<file path="src/rtl/mac_unit.sv">
// Iterative multiply/accumulate unit (MULT/MULTU/MADD/MADDU/MSUB/MSUBU), STEP multiplier bits per cycle.
// Define MAC_EARLY_TERM_EN to leave BUSY as soon as the remaining multiplier bits are all zero.
module mac_unit #(
   parameter int WIDTH = 32,
   parameter int STEP  = 2
) (
   input  logic                 clk,
   input  logic                 rst,
   input  logic                 start_i,
   input  logic                 annul_i,
   input  logic [2:0]           op_i,
   input  logic [WIDTH-1:0]     opdata1_i,
   input  logic [WIDTH-1:0]     opdata2_i,
   input  logic [2*WIDTH-1:0]   acc_i,
   output logic [2*WIDTH-1:0]   result_o,
   output logic                 ready_o,
   output logic                 busy_o
);

   localparam int N  = WIDTH / STEP;
   localparam int CW = $clog2(N + 1);
   localparam int PW = 2 * WIDTH;

   typedef enum logic [1:0] {IDLE, BUSY, FIX, DONE} state_e;

   state_e            state_q, state_d;
   logic [WIDTH-1:0]  mcand_q, mcand_d;
   logic [WIDTH-1:0]  mplier_q, mplier_d;
   logic [PW-1:0]     partial_q, partial_d;
   logic [PW-1:0]     acc_q, acc_d;
   logic [PW-1:0]     result_q, result_d;
   logic [CW-1:0]     count_q, count_d;
   logic [1:0]        mode_q, mode_d;
   logic              sign_q, sign_d;

   logic [WIDTH+STEP-1:0] digit_prod;
   logic [PW-1:0]         step_pp;
   logic [PW-1:0]         fixed_p;
   logic                  last_step;

   // Operands are multiplied as magnitudes; the sign is restored in FIX.
   function automatic logic [WIDTH-1:0] magnitude(input logic [WIDTH-1:0] v, input logic is_signed);
      return (is_signed && v[WIDTH-1]) ? -v : v;
   endfunction

   always_comb begin
      digit_prod = {{STEP{1'b0}}, mcand_q} * {{WIDTH{1'b0}}, mplier_q[STEP-1:0]};
      step_pp    = PW'(digit_prod) << (count_q * STEP);
      fixed_p    = sign_q ? -partial_q : partial_q;
`ifdef MAC_EARLY_TERM_EN
      last_step  = (count_q == CW'(N - 1)) || ((mplier_q >> STEP) == '0);
`else
      last_step  = (count_q == CW'(N - 1));
`endif
   end

   always_comb begin
      state_d   = state_q;
      mcand_d   = mcand_q;
      mplier_d  = mplier_q;
      partial_d = partial_q;
      acc_d     = acc_q;
      result_d  = result_q;
      count_d   = count_q;
      mode_d    = mode_q;
      sign_d    = sign_q;
      if (annul_i) begin
         state_d = IDLE;
      end else begin
         unique case (state_q)
            IDLE: begin
               if (start_i) begin
                  state_d   = BUSY;
                  mcand_d   = magnitude(opdata1_i, op_i[0]);
                  mplier_d  = magnitude(opdata2_i, op_i[0]);
                  acc_d     = acc_i;
                  mode_d    = op_i[2:1];
                  sign_d    = op_i[0] & (opdata1_i[WIDTH-1] ^ opdata2_i[WIDTH-1]);
                  partial_d = '0;
                  count_d   = '0;
               end
            end
            BUSY: begin
               partial_d = partial_q + step_pp;
               mplier_d  = mplier_q >> STEP;
               count_d   = count_q + CW'(1);
               if (last_step) state_d = FIX;
            end
            FIX: begin
               unique case (mode_q)
                  2'b01:   result_d = acc_q + fixed_p;
                  2'b10:   result_d = acc_q - fixed_p;
                  default: result_d = fixed_p;
               endcase
               state_d = DONE;
            end
            DONE: begin
               if (!start_i) state_d = IDLE;
            end
            default: state_d = IDLE;
         endcase
      end
   end

   always_ff @(posedge clk or negedge rst) begin
      if (!rst) begin
         state_q   <= IDLE;
         mcand_q   <= '0;
         mplier_q  <= '0;
         partial_q <= '0;
         acc_q     <= '0;
         result_q  <= '0;
         count_q   <= '0;
         mode_q    <= '0;
         sign_q    <= 1'b0;
      end else begin
         state_q   <= state_d;
         mcand_q   <= mcand_d;
         mplier_q  <= mplier_d;
         partial_q <= partial_d;
         acc_q     <= acc_d;
         result_q  <= result_d;
         count_q   <= count_d;
         mode_q    <= mode_d;
         sign_q    <= sign_d;
      end
   end

   assign result_o = result_q;
   assign ready_o  = (state_q == DONE);
   assign busy_o   = (state_q != IDLE);

endmodule

</file>
<file path="config.mk">
export PLATFORM = sky130hd
export DESIGN_NAME = mac_unit
export DESIGN_NICKNAME = d
export VERILOG_FILES = /design/src/rtl/mac_unit.sv
export SDC_FILE = /design/constraint.sdc
export NUM_CORES = 1
export LEC_CHECK = 0
export BUFFER_PORTS_ARGS = -buffer_cell sky130_fd_sc_hd__buf_2
export CAP_MARGIN = 20
export CORE_AREA = 10 10 235 237
export CTS_CLUSTER_DIAMETER = 120
export DETAILED_ROUTE_END_ITERATION = 8
export DIE_AREA = 0 0 245 247
export GPL_TIMING_DRIVEN = 0
export PLACE_DENSITY = 0.75
export RECOVER_POWER = 50
export SLEW_MARGIN = 20
export SYNTH_ARGS = -nofsm -noshare
export SYNTH_HDL_FRONTEND = slang
export SYNTH_SLANG_ARGS = --single-unit
export TNS_END_PERCENT = 1
</file>
<file path="constraint.sdc">
create_clock -name clk -period 14.1 [get_ports clk]
set_input_delay 0.705 -clock clk [delete_from_list [all_inputs] [get_ports clk]]
set_output_delay 0.705 -clock clk [all_outputs]
set_load 0.005 [all_outputs]
</file>
* Yosys cells after proc, flatten, opt, wreduce, memory -nomap -nowiden
Cells that the tools add are included.
Storage, ports and cells: output and inout bits 66, bits in registers 266, word-level logic and storage cells 55
Cells by class: multipliers 1, reductions and logical operators 9, equality and inequality tests 10, shift-type cells 1, bitwise operators 3, mux-type cells 15, $add $sub $neg 7
Operator list (count):
- 64-bit case mux with 2 select lines | 2
- 64-bit adder | 2
- 64-bit 2-to-1 mux | 2
- 32-bit 2-to-1 mux | 3
- 32-bit negation | 2
- 64-bit negation | 1
- 32-bit case mux with 2 select lines | 1
- 34-bit by 6-bit << shifter with 64-bit output | 1
- 64-bit subtractor | 1
- 32-bit by 2-bit multiplier with 34-bit output | 1
- 5-bit case mux with 2 select lines | 1
- 3-bit != test (second input constant) | 3
- 3-bit AND reduction | 3
- 2-bit 2-to-1 mux | 4
- 2-bit case mux with 4 select lines | 1
- 2-bit equality test (second input constant) | 3
- 5-bit by 1-bit adder with 5-bit output (second input constant) | 1
- 5-bit by 4-bit equality test with 1-bit output (second input constant) | 1
- 5-bit 2-to-1 mux | 1
- 2-bit by 1-bit equality test with 1-bit output (second input constant) | 2
- 2-bit nonzero test | 2
- 1-bit logical AND | 2
- 2-bit zero test | 1
- 2-bit != test (second input constant) | 1
- other kinds (4) | 4

* Depth between registers and ports, before layout
depth in word-level cells 4, gate-level depth with buffers 29, mapped depth without buffers 27

* Worst setup path after synthesis
Ideal clock, no wire load.
path type flip-flop to flip-flop, start reg partial_q[1], end reg result_q[57] (netlist: result_o[57]), library setup time 0.126 ns, buffers on the path 2, period minus slack after synthesis 6.621 ns, stages on the path, launching flop included 25, required time 13.974 ns, arrival time 6.495 ns, setup slack 7.479 ns, cells stage by stage dfrtp_1 -> inv_1 -> ha_1 -> clkbuf_1 -> inv_1 -> or4_1 -> o21a_1 -> o32a_1 -> nor4b_1 -> and4_1 -> clkbuf_1 -> nor2_1 -> xor2_1 -> ha_1 -> nand2_1 -> or4_1 -> or4b_2 -> o32ai_1 -> nor2_1 -> o21a_1 -> o31a_1 -> o21bai_1 -> nand2_1 -> mux2i_1 -> a221o_1
On the way: cells in the longest elaborated chain, start to end 4, elaborated cells between the ends (all ways) 5
Ends and longest elaborated chain:
- start, declared | line 29 | logic [PW-1:0] partial_q, partial_d;
- start signal, assigned | line 120 | partial_q <= partial_d;
- 64-bit negation | line 49 | fixed_p = sign_q ? -partial_q : partial_q;
- 64-bit 2-to-1 mux (*) | line 49
- 64-bit subtractor or 64-bit adder (tied branches) | line 92, 91
- 64-bit case mux with 2 select lines (*) | line 90 | unique case (mode_q)
- end signal, assigned | line 122 | result_q <= result_d;
- end, declared | line 31 | logic [PW-1:0] result_q, result_d;
Mark *: on every way between the ends. The rest lies on a longest branch, timed or not. A chain may end at the register's enable or synchronous reset.

* Worst setup path after layout
start reg sign_q, end reg result_q[57] (netlist: result_o[57])
On the way: cells in the longest elaborated chain, start to end 3, elaborated cells between the ends (all ways) 4
Ends and longest elaborated chain:
- start, declared | line 34 | logic sign_q, sign_d;
- start signal, assigned | line 125 | sign_q <= sign_d;
- 64-bit 2-to-1 mux (*) | line 49
- 64-bit subtractor or 64-bit adder (tied branches) | line 92, 91
- 64-bit case mux with 2 select lines (*) | line 90
Marked as above.

==> results.yml <==
status:
  status: "finished, violations left"
  violations: "max-capacitance violations, max-slew violations"
sta:
  relSlewSlack_pct: -252
  hold_viol: 0
  tns_ns: 0
  rsz0062_at_grt: "false"
  finalWorstSetupSlack_ns: 4.86
  min_period_over_period_pct: 65.5
  finalClockSkew_ns: 0.0137
  final.min_clock_period_ns: 9.24
  worstMarginPinSlew_ns: 5.28
  max_freq_mhz: 108
  setup_viol: 0
  final_max_slew_viol_count: 250
synth:
  avgSynthCellArea_sq_um: 7.62
  synth-main-ff-cell: "dfrtp_1"
  yosysSeqAreaShare_pct: 23.9
  synth_xor_area_share_pct: 9.80
  syn-cell-area_sq_mm: 0.0279
  synth_compound_area_share_pct: 27.3
  synth_top_family_by_area: "compound AO/OA/AOI/OAI gates"
  syn_inst: 3657
  ys_ff_latch: 266
  synth_fa_ha_area_share_pct: 7.80
  ys_types: 86
  synth_area_leaders: "dfrtp_1 (24%), ha_1 (7.6%), o21ai_0 (6.1%), a21oi_1 (5.8%), nand2_1 (5.6%)"
  synth-async-reset-ratio_pct: 100
  yosys.area.top_type_share_pct: 23.9
  yosys.area.top_type: "dfrtp_1"
  synth-edff-count: 0
  ys_warn_count: 0
  syn_nets: 3964
  muxShareOfSynthArea_pct: 5.10
  synth-simple-area-share_pct: 21.9
worst_setup_path:
  critPathMaxFanout: 10
  path_class: "flip-flop to flip-flop"
  worstPathRequired_ns: 14.55
  end_kind: "flip-flop"
  cp.arrival_ns: 9.68
  crit_path_start_kind: "flip-flop"
detailed_routing:
  wl_met3_mm: 6.44
  avgViaCountPerCell: 6.33
  drt_iter0_drc: 2566
  num_vias: 29108
  ant_nets: 0
  routed_wl_mm: 101
  drc_errors: 0
  dr_wl_met2_mm: 47.4
  highest_layer: "met5"
  first_pass_iters: 6
  wl_met1_mm: 41.9
  wire_per_inst_um: 22.1
grt:
  grt-ovfl-total: 0
  antenna_found_initial: 2
  grt_pass1_vias: 27843
  grt_use_total_pct: 32.5
  grt_start_max_net_pins: 98
  grt_pass1_wl_mm: 158
placement:
  dp_hpwl_mm: 81.0
  pre_cts_ws_ns: 5.17
  io_buffers: 199
  gp_congestion: 0.999
clock_tree:
  clk_path_buf_depth: 3
  clkSinkCount: 266
  post_cts_resized: 0
  cts_tree: "yes"
  htreeDepth: 2
  cts_setup_buffers: 0
  cts_buffers: 34
  worstSkewPairLatency_ns: 0.57
  path_clk_slew_ns: 0.06
  cts_root_buf: "clkbuf_16"
floorplanning:
  placementRows: 83
  coreArea_sq_mm: 0.0507
  start_util_pct: 55.0
  fp.dieW_um: 245
  ioPinCount: 201
  fp.dieArea_sq_mm: 0.0605
  die_y_um: 247
finish:
  n_fill_cell: 4936
  nets: 4203
  area_growth_pct: 10.7
  drive_gt1_share_pct: 9.26
hold_path:
  min_path_type: "input port to flip-flop"
flow_run:
  maxCapViolCount: 3
==> kinds of logic after synthesis <==
family                     count (synthesis)
and+or+nand+nor                         1263
AOI/OAI and AO/OA                       1200
buffers and inverters                    314
xor gates and xnor gates                 312
DFF                                      266
adders and majority gates                172
muxes                                    130
==> registers in the layout, indices dropped and copies added (netlist names) <==
signal / cells
acc_q: 64
count_q: 5
mcand_q: 32
mode_q: 2
mplier_q: 32
partial_q: 64
result_o: 64
sign_q: 1
state_q: 2
==> layout by cell type, fill, tap and decap left out, drive strengths merged, types with 35 or more instances in the layout <==
master	count
nand2	415
o21ai	340
a21oi	324
nor2	305
clkbuf	286
dfrtp	266
buf	200
ha	169
xnor2	157
xor2	155
a21o	110
and2	90
mux2	86
inv	80
nor3	73
nand3	68
nand4	55
mux2i	43
a31oi	38
or3	38
nor4	38
o31ai	35
==> per-stage QoR <==
stage	utilization, %	hold WS (ns)	instance area (sq um)	instances
3_5_place_dp	58.9	0.466	29800	4539
5_1_grt	60.9	0.372	30900	4600
3_3_place_gp	58.7	0.457	29700	4536
2_1_floorplan	-	0.409	27900	3657
4_1_cts	61.1	0.351	31000	4600
6_report	60.9	0.366	30900	4601
==> worst paths after layout <==
kind                                end          from  slack [ns]  cells after the start
setup reg to reg           result_o[57]        sign_q        4.86                     22
hold reg to reg            result_o[18]  result_o[18]        0.48                      2
max in group asynchronous  mplier_q[25]           rst        5.96                      4
hold / removal                 acc_q[1]      acc_i[1]        0.37                      2
setup / recovery           result_o[57]        sign_q        4.86                     22
min in group asynchronous  result_o[12]           rst        0.87                      2
==> layer usage <==
metal | vias to the layer above | global-route usage (%)
met1 | 13773 | 40.4
met4 | 2 | 17.7
met5 | - | 0
met2 | 1215 | 54.5
li1 | 13847 | -
met3 | 271 | 3.95
==> Yosys cell counts, drive strengths merged (55+ instances only) <==
library cell  number
nand2            415
o21ai            340
a21oi            324
nor2             305
dfrtp            266
clkbuf           205
ha               169
xnor2            157
xor2             155
a21o             110
and2              90
mux2              86
inv               76
nor3              73
nand3             68
nand4             55
==> worst max-delay path: stages, from the launching register on <==
cell and delay (ns):
dfrtp_1 0.44, clkbuf_1 0.44, clkbuf_1 0.53, clkbuf_1 0.50, clkbuf_1 0.61, clkbuf_1 0.58, clkbuf_1 0.40, buf_1 0.80
o21ai_0 0.26, xnor2_1 0.31, xnor2_1 0.12, ha_1 0.41, nand2_1 0.18, or4_1 0.60, or4b_2 0.69, o32ai_1 0.40
nor2_1 0.20, o21a_1 0.30, o31a_1 0.31, o21bai_1 0.42, nand2_1 0.12, mux2i_1 0.15, a221o_1 0.33
==> final cells by class <==
type | count | area (sq um) | share of cell area [%]
Multi-Input combinational cell | 3077 | 20100 | 65.0
Sequential cell | 266 | 6660 | 21.6
Timing Repair Buffer | 203 | 978 | 3.17
Inverter | 77 | 289 | 0.936
Clock inverter | 13 | 155 | 0.503
Antenna cell | 1 | 2.50 | 0.00811
Buffer | 237 | 902 | 2.92
Tap cell | 680 | 851 | 2.76
Clock buffer | 47 | 981 | 3.18
==> timing repair <==
item                                    4_1_cts  5_1_grt
endpoints found under the hold margin        20        0
endpoints found under the setup margin        0        0
hold buffers                                  1        0
Power is not shown: default switching activity piles up to over one toggle a cycle in this logic, so the estimate is an artifact.
